### src/rtl/operand_fetch.sv
// Operand fetch stage for a dual-issue pipe: register file with bypassed
// writeback, per-pipe skid FIFO absorbing execute stalls, and output registers.
module operand_fetch #(
    parameter int DATA_WIDTH = 16,
    parameter int NUM_REGS   = 32,
    parameter int SKID_DEPTH = 2
) (
    input  logic                  clock_i,
    input  logic                  reset_i,
    input  logic                  enableA_i,
    input  logic                  pWriteA_i,
    input  logic                  pReadA_i,
    input  logic                  sReadA_i,
    input  logic [1:0]            functionTypeA_i,
    input  logic [6:0]            opcodeA_i,
    input  logic [4:0]            primOperandA_i,
    input  logic [DATA_WIDTH-1:0] secOperandA_i,
    input  logic                  enableB_i,
    input  logic                  pWriteB_i,
    input  logic                  pReadB_i,
    input  logic                  sReadB_i,
    input  logic [1:0]            functionTypeB_i,
    input  logic [6:0]            opcodeB_i,
    input  logic [4:0]            primOperandB_i,
    input  logic [DATA_WIDTH-1:0] secOperandB_i,
    input  logic                  shouldStall_i,
    input  logic                  wbEnableA_i,
    input  logic [4:0]            wbAddrA_i,
    input  logic [DATA_WIDTH-1:0] wbDataA_i,
    input  logic                  wbEnableB_i,
    input  logic [4:0]            wbAddrB_i,
    input  logic [DATA_WIDTH-1:0] wbDataB_i,
    output logic                  isStalled_o,
    output logic                  enableA_o,
    output logic                  pwriteA_o,
    output logic [1:0]            functionTypeA_o,
    output logic [6:0]            opcodeA_o,
    output logic [4:0]            destRegA_o,
    output logic [DATA_WIDTH-1:0] primValueA_o,
    output logic [DATA_WIDTH-1:0] secValueA_o,
    output logic                  enableB_o,
    output logic                  pwriteB_o,
    output logic [1:0]            functionTypeB_o,
    output logic [6:0]            opcodeB_o,
    output logic [4:0]            destRegB_o,
    output logic [DATA_WIDTH-1:0] primValueB_o,
    output logic [DATA_WIDTH-1:0] secValueB_o,
    output logic                  overflow_o
);
    localparam int ADDR_W = 5;
    localparam int OCC_W  = $clog2(SKID_DEPTH + 1);

    typedef struct packed {
        logic                  pwrite;
        logic                  pread;
        logic                  sread;
        logic [1:0]            ftype;
        logic [6:0]            opcode;
        logic [ADDR_W-1:0]     prim;
        logic [DATA_WIDTH-1:0] sec;
    } instr_t;

    logic [DATA_WIDTH-1:0] rf_q [NUM_REGS];
    instr_t                skid_q [2][SKID_DEPTH];
    instr_t                skid_d [2][SKID_DEPTH];
    logic [OCC_W-1:0]      occ_q [2];
    logic [OCC_W-1:0]      occ_d [2];
    logic [OCC_W-1:0]      widx [2];
    instr_t                in_ins [2];
    instr_t                sel [2];
    logic                  in_vld [2];
    logic                  sel_vld [2];
    logic                  has_skid [2];
    logic                  pop [2];
    logic                  push [2];
    logic                  drop [2];
    logic [ADDR_W-1:0]     rd_addr [4];
    logic [DATA_WIDTH-1:0] rd_data [4];
    logic                  stall_d;
    logic                  en_q [2];
    logic                  pw_q [2];
    logic [1:0]            ft_q [2];
    logic [6:0]            op_q [2];
    logic [ADDR_W-1:0]     dst_q [2];
    logic [DATA_WIDTH-1:0] pv_q [2];
    logic [DATA_WIDTH-1:0] sv_q [2];
    logic                  stalled_q;
    logic                  ovf_q;

    always_comb begin
        in_vld[0] = enableA_i;
        in_vld[1] = enableB_i;
        in_ins[0] = {pWriteA_i, pReadA_i, sReadA_i, functionTypeA_i, opcodeA_i,
                     primOperandA_i, secOperandA_i};
        in_ins[1] = {pWriteB_i, pReadB_i, sReadB_i, functionTypeB_i, opcodeB_i,
                     primOperandB_i, secOperandB_i};
        for (int p = 0; p < 2; p++) begin
            has_skid[p] = (occ_q[p] != '0);
            sel[p]      = has_skid[p] ? skid_q[p][0] : in_ins[p];
            sel_vld[p]  = has_skid[p] | in_vld[p];
            pop[p]      = !shouldStall_i && has_skid[p];
            // Input goes to the skid whenever it cannot go straight to the output.
            push[p]     = in_vld[p] && (shouldStall_i || has_skid[p]);
            drop[p]     = push[p] && !pop[p] && (occ_q[p] == OCC_W'(SKID_DEPTH));
            widx[p]     = pop[p] ? occ_q[p] - OCC_W'(1) : occ_q[p];
            skid_d[p]   = skid_q[p];
            if (pop[p]) begin
                for (int i = 0; i < SKID_DEPTH - 1; i++) skid_d[p][i] = skid_q[p][i+1];
            end
            if (push[p] && !drop[p]) begin
                for (int i = 0; i < SKID_DEPTH; i++) begin
                    if (OCC_W'(i) == widx[p]) skid_d[p][i] = in_ins[p];
                end
            end
            occ_d[p] = occ_q[p] + OCC_W'(push[p] && !drop[p]) - OCC_W'(pop[p]);
        end
        stall_d = shouldStall_i | (occ_d[0] != '0) | (occ_d[1] != '0);
    end

    // Operands are read for whichever instruction moves into the output register.
    always_comb begin
        rd_addr[0] = sel[0].prim;
        rd_addr[1] = sel[0].sec[ADDR_W-1:0];
        rd_addr[2] = sel[1].prim;
        rd_addr[3] = sel[1].sec[ADDR_W-1:0];
        for (int r = 0; r < 4; r++) begin
            if (rd_addr[r] == '0)                            rd_data[r] = '0;
            else if (wbEnableB_i && wbAddrB_i == rd_addr[r]) rd_data[r] = wbDataB_i;
            else if (wbEnableA_i && wbAddrA_i == rd_addr[r]) rd_data[r] = wbDataA_i;
            else                                             rd_data[r] = rf_q[rd_addr[r]];
        end
    end

    always_ff @(posedge clock_i or negedge reset_i) begin
        if (!reset_i) begin
            for (int i = 0; i < NUM_REGS; i++) rf_q[i] <= '0;
            for (int p = 0; p < 2; p++) begin
                occ_q[p] <= '0;
                en_q[p]  <= 1'b0;
                pw_q[p]  <= 1'b0;
                ft_q[p]  <= '0;
                op_q[p]  <= '0;
                dst_q[p] <= '0;
                pv_q[p]  <= '0;
                sv_q[p]  <= '0;
            end
            stalled_q <= 1'b0;
            ovf_q     <= 1'b0;
        end else begin
            // Port B is written last so it wins a same-address collision.
            if (wbEnableA_i && wbAddrA_i != '0) rf_q[wbAddrA_i] <= wbDataA_i;
            if (wbEnableB_i && wbAddrB_i != '0) rf_q[wbAddrB_i] <= wbDataB_i;
            for (int p = 0; p < 2; p++) begin
                occ_q[p] <= occ_d[p];
                if (!shouldStall_i) begin
                    en_q[p]  <= sel_vld[p];
                    pw_q[p]  <= sel[p].pwrite;
                    ft_q[p]  <= sel[p].ftype;
                    op_q[p]  <= sel[p].opcode;
                    dst_q[p] <= sel[p].prim;
                    pv_q[p]  <= sel[p].pread ? rd_data[2*p] : '0;
                    sv_q[p]  <= sel[p].sread ? rd_data[2*p+1] : sel[p].sec;
                end
            end
            stalled_q <= stall_d;
            if (drop[0] || drop[1]) ovf_q <= 1'b1;
        end
    end

    always_ff @(posedge clock_i) begin
        skid_q <= skid_d;
    end

    assign isStalled_o     = stalled_q;
    assign overflow_o      = ovf_q;
    assign enableA_o       = en_q[0];
    assign pwriteA_o       = pw_q[0];
    assign functionTypeA_o = ft_q[0];
    assign opcodeA_o       = op_q[0];
    assign destRegA_o      = dst_q[0];
    assign primValueA_o    = pv_q[0];
    assign secValueA_o     = sv_q[0];
    assign enableB_o       = en_q[1];
    assign pwriteB_o       = pw_q[1];
    assign functionTypeB_o = ft_q[1];
    assign opcodeB_o       = op_q[1];
    assign destRegB_o      = dst_q[1];
    assign primValueB_o    = pv_q[1];
    assign secValueB_o     = sv_q[1];
endmodule

### config.mk
export PLATFORM = sky130hd
export DESIGN_NAME = operand_fetch
export DESIGN_NICKNAME = d
export VERILOG_FILES = /design/src/rtl/operand_fetch.sv
export SDC_FILE = /design/constraint.sdc
export NUM_CORES = 2
export LEC_CHECK = 0
export ABC_AREA = 1
export CAP_MARGIN = 40
export CORE_MARGIN = 10
export CORE_UTILIZATION = 30
export DETAILED_ROUTE_END_ITERATION = 8
export PLACE_DENSITY = 0.44
export SYNTH_ARGS = -nofsm -noshare
export SYNTH_HDL_FRONTEND = slang
export SYNTH_SLANG_ARGS = --single-unit
### constraint.sdc
create_clock -name clock_i -period 8.9 [get_ports clock_i]
set_clock_uncertainty 0.2 [all_clocks]
set_input_delay 2.67 -clock clock_i [delete_from_list [all_inputs] [get_ports clock_i]]
set_output_delay 2.67 -clock clock_i [all_outputs]
set_load 0.005 [all_outputs]
==> impl_metrics.tcl <==
set metrics [dict create \
    synth-seq-cells 746 \
    ios 213 \
    grt_use_total_pct 36.7 \
    fin_nets 8960 \
    syn_area_per_cell_um2 6.15 \
    initial_core_util_pct 30.2 \
    grt_pass1_vias 62200 \
    tightest_slew_ps 1170 \
    top_usage_layer "met2" \
    power_density_mw_per_mm2 482 \
    cts_made_buffers 98 \
    cts_resized 0 \
    layout_common_cells "nand2_1 (2,804), nand3_1 (1,479), o21ai_0 (941), dfrtp_1 (614), nor2_1 (572)" \
    htree_num_levels 3 \
    crit_fanout 41 \
    synth_top_area_share_pct 27.8 \
    clock_path_buffers 3 \
    numClockSinks 746 \
    worst_setup_path_start_kind "input port" \
    status "complete, no violations" \
    arrival_ps 6720 \
    die-area_mm2 0.202 \
    final_util_pct 35.2 \
    met3_usage_pct 12.7 \
    critical_path_class "in -> reg" \
    synthTopCellsByArea "dfrtp_1 (28%), nand2_1 (19%), nand3_1 (13%)" \
    yosys_warnings 0 \
    hold_violations 0 \
    layout_setup_ws_ps 2710 \
    drive_gt1_share_pct 6.66 \
    rsz0062_at_grt "false" \
    cts_tree "built" \
    synth_cells 8990 \
    synth_area_mm2 0.0553 \
    antenna_found_initial 36 \
    vias 69300 \
    dp.final_hpwl_um 260000 \
    pwr-share-seq_pct 18.6 \
    routedWlPerCell_um 34.2 \
    drt_pass1_iterations 7 \
    core_mm2 0.183 \
    use_met2_pct 51.0 \
    grt_max_degree 133 \
    ctsHoldBuffers 0 \
    p_int_mw 12.2 \
    fin_crit_sh_pct 69.5 \
    synth_seq_area_share_pct 33.8 \
    fp.dieH_um 449 \
    end_kind "register" \
    path_clk_slew_ps 60 \
    synthToLayoutAreaGrowth_pct 16.7 \
    clk_latency_ps 800 \
    max_freq_mhz 162 \
    slew_violations 0 \
    finalPower_mw 31.1 \
    final_common_cell "nand2_1" \
    drt_iter0_drc 11600 \
    p_sw_mw 18.9 \
    finalSetupViolCount 0 \
    wirelength_um 390000 \
    hold_class "reg -> reg" \
    num_rows 157 \
    tns_ps 0 \
    netlist-cell-type-count 39 \
    synth.net_count 9115 \
    ir_drop_mv 0.415 \
    power_frac_clock_pct 13.8 \
    synthFlopType "dfrtp_1" \
    ant_nets 0 \
    die_width_um 449 \
    numPortBuffers 212 \
    post_cts.repair.setup_buffers 0 \
    max-cap-violations 0 \
    grt-ovfl-total 0 \
    post-place-ws_ps 2280 \
    gp_congestion 1.04 \
    pwr-share-comb_pct 67.6 \
    synth_edf_count 66 \
    cts-root-buf "clkbuf_16" \
    p_sw_share_pct 60.7 \
    synth_top_area_cell "dfrtp_1" \
    slew-limit-headroom_pct 22.0 \
    gr-usage-met1_pct 46.7 \
    power.leakage_nw 28.8 \
    cp.required_ps 9430 \
    via_per_inst 6.08 \
    grt_pass1_wl_um 531000 \
    finalCriticalPeriod_ps 6190 \
    drc 0 \
    synth_async_sr_flop_share_pct 82.3 \
]
per-stage QoR:
step	hold WS, ps	area [µm²]	cells
finish	176	64500	11400
global route	194	64500	11400
CTS	180	64400	11400
detailed placement	166	61100	11200
global placement	165	59800	11100
floorplan	229	55300	8990
cell families after synthesis:
family | count (synthesis) | synth area share (%)
compound gates | 1874 | 18.3
fa+ha+maj | 10 | 0.226
xor+xnor | 24 | 0.380
simple gates | 4971 | 37.4
mux | 3 | 0.0543
flops | 746 | 33.8
buf+inv | 1362 | 9.87
Yosys cell counts (8+ instances only):
cell	number
nand2_1	2822
nand3_1	1481
o21ai_0	944
dfrtp_1	614
nor2_1	594
inv_1	542
a21oi_1	504
clkbuf_1	476
buf_2	246
o22ai_1	164
o211ai_1	115
a31oi_1	81
dfxtp_1	66
edfxtp_1	66
buf_1	56
nor3_1	33
a211oi_1	24
o21ai_1	24
inv_2	22
xor2_1	22
a22oi_1	11
clkinv_1	11
nand4_1	11
ha_1	10
nor2_2	10
buf_4	8
nand2_2	8
state kept, by name, summed over array words and instances, names as in the netlist:
name,cells
rf_q,512
skid_q,132
primValueA_o,16
primValueB_o,16
secValueA_o,16
secValueB_o,16
opcodeA_o,7
opcodeB_o,7
destRegA_o,5
destRegB_o,5
occ_q,4
functionTypeA_o,2
functionTypeB_o,2
enableA_o,1
enableB_o,1
isStalled_o,1
overflow_o,1
pwriteA_o,1
pwriteB_o,1
critical path: stages:
cell             delay, ps
clkdlybuf4s50_1        520
nand2_1                110
o21ai_4                280
buf_4                  550
buf_4                  740
o211ai_1               250
nand3_1                250
nand2_1                 80
inv_1                  130
nand3_1                320
nand2_1                350
nand2_1                130
nand2_1                 90
nand2_1                 50
nand2_1                 50
path summary, 6_finish.rpt:
path,start,endpoint,slack (ps),cells past startpoint
max in group asynchronous,reset_i,opcodeA_o[0],5330,2
min in group asynchronous,reset_i,rf_q[82],1670,1
worst max-delay path,primOperandB_i[1],primValueB_o[5],2710,15
worst min register to register,rf_q[497],rf_q[497],180,0
worst min-delay path,rf_q[497],rf_q[497],180,0
worst max register to register,occ_q[2],secValueA_o[6],3480,17
metal layers:
layer  vias to the layer above  wire length [µm]
met3                      1287             50700
met5                         -               259
met1                     33100            149000
met2                      5399            155000
li1                      29500                 -
met4                        36             34600
area by class of cell:
type | instances | area [µm²]
Antenna cell | 15 | 37.5
Clock buffer | 135 | 2750
Clock inverter | 50 | 584
Fill cell | 20000 | 119000
Inverter | 575 | 2160
Multi-Input combinational cell | 6882 | 31600
Sequential cell | 746 | 18700
Tap cell | 2464 | 3080
Timing Repair Buffer | 532 | 5680
power groups by stage:
stage | Sequential, mW | Combinational (mW) | Clock [mW]
after global routing | 5.84 | 21.7 | 4.46
final | 5.77 | 21.0 | 4.30
after floorplan | 5.21 | 10.9 | 0
after detailed placement | 5.74 | 19.8 | 0
after CTS | 5.69 | 19.9 | 4.34
after global placement | 5.74 | 19.7 | 0
Note: power is estimated with default switching activity, not from simulation.
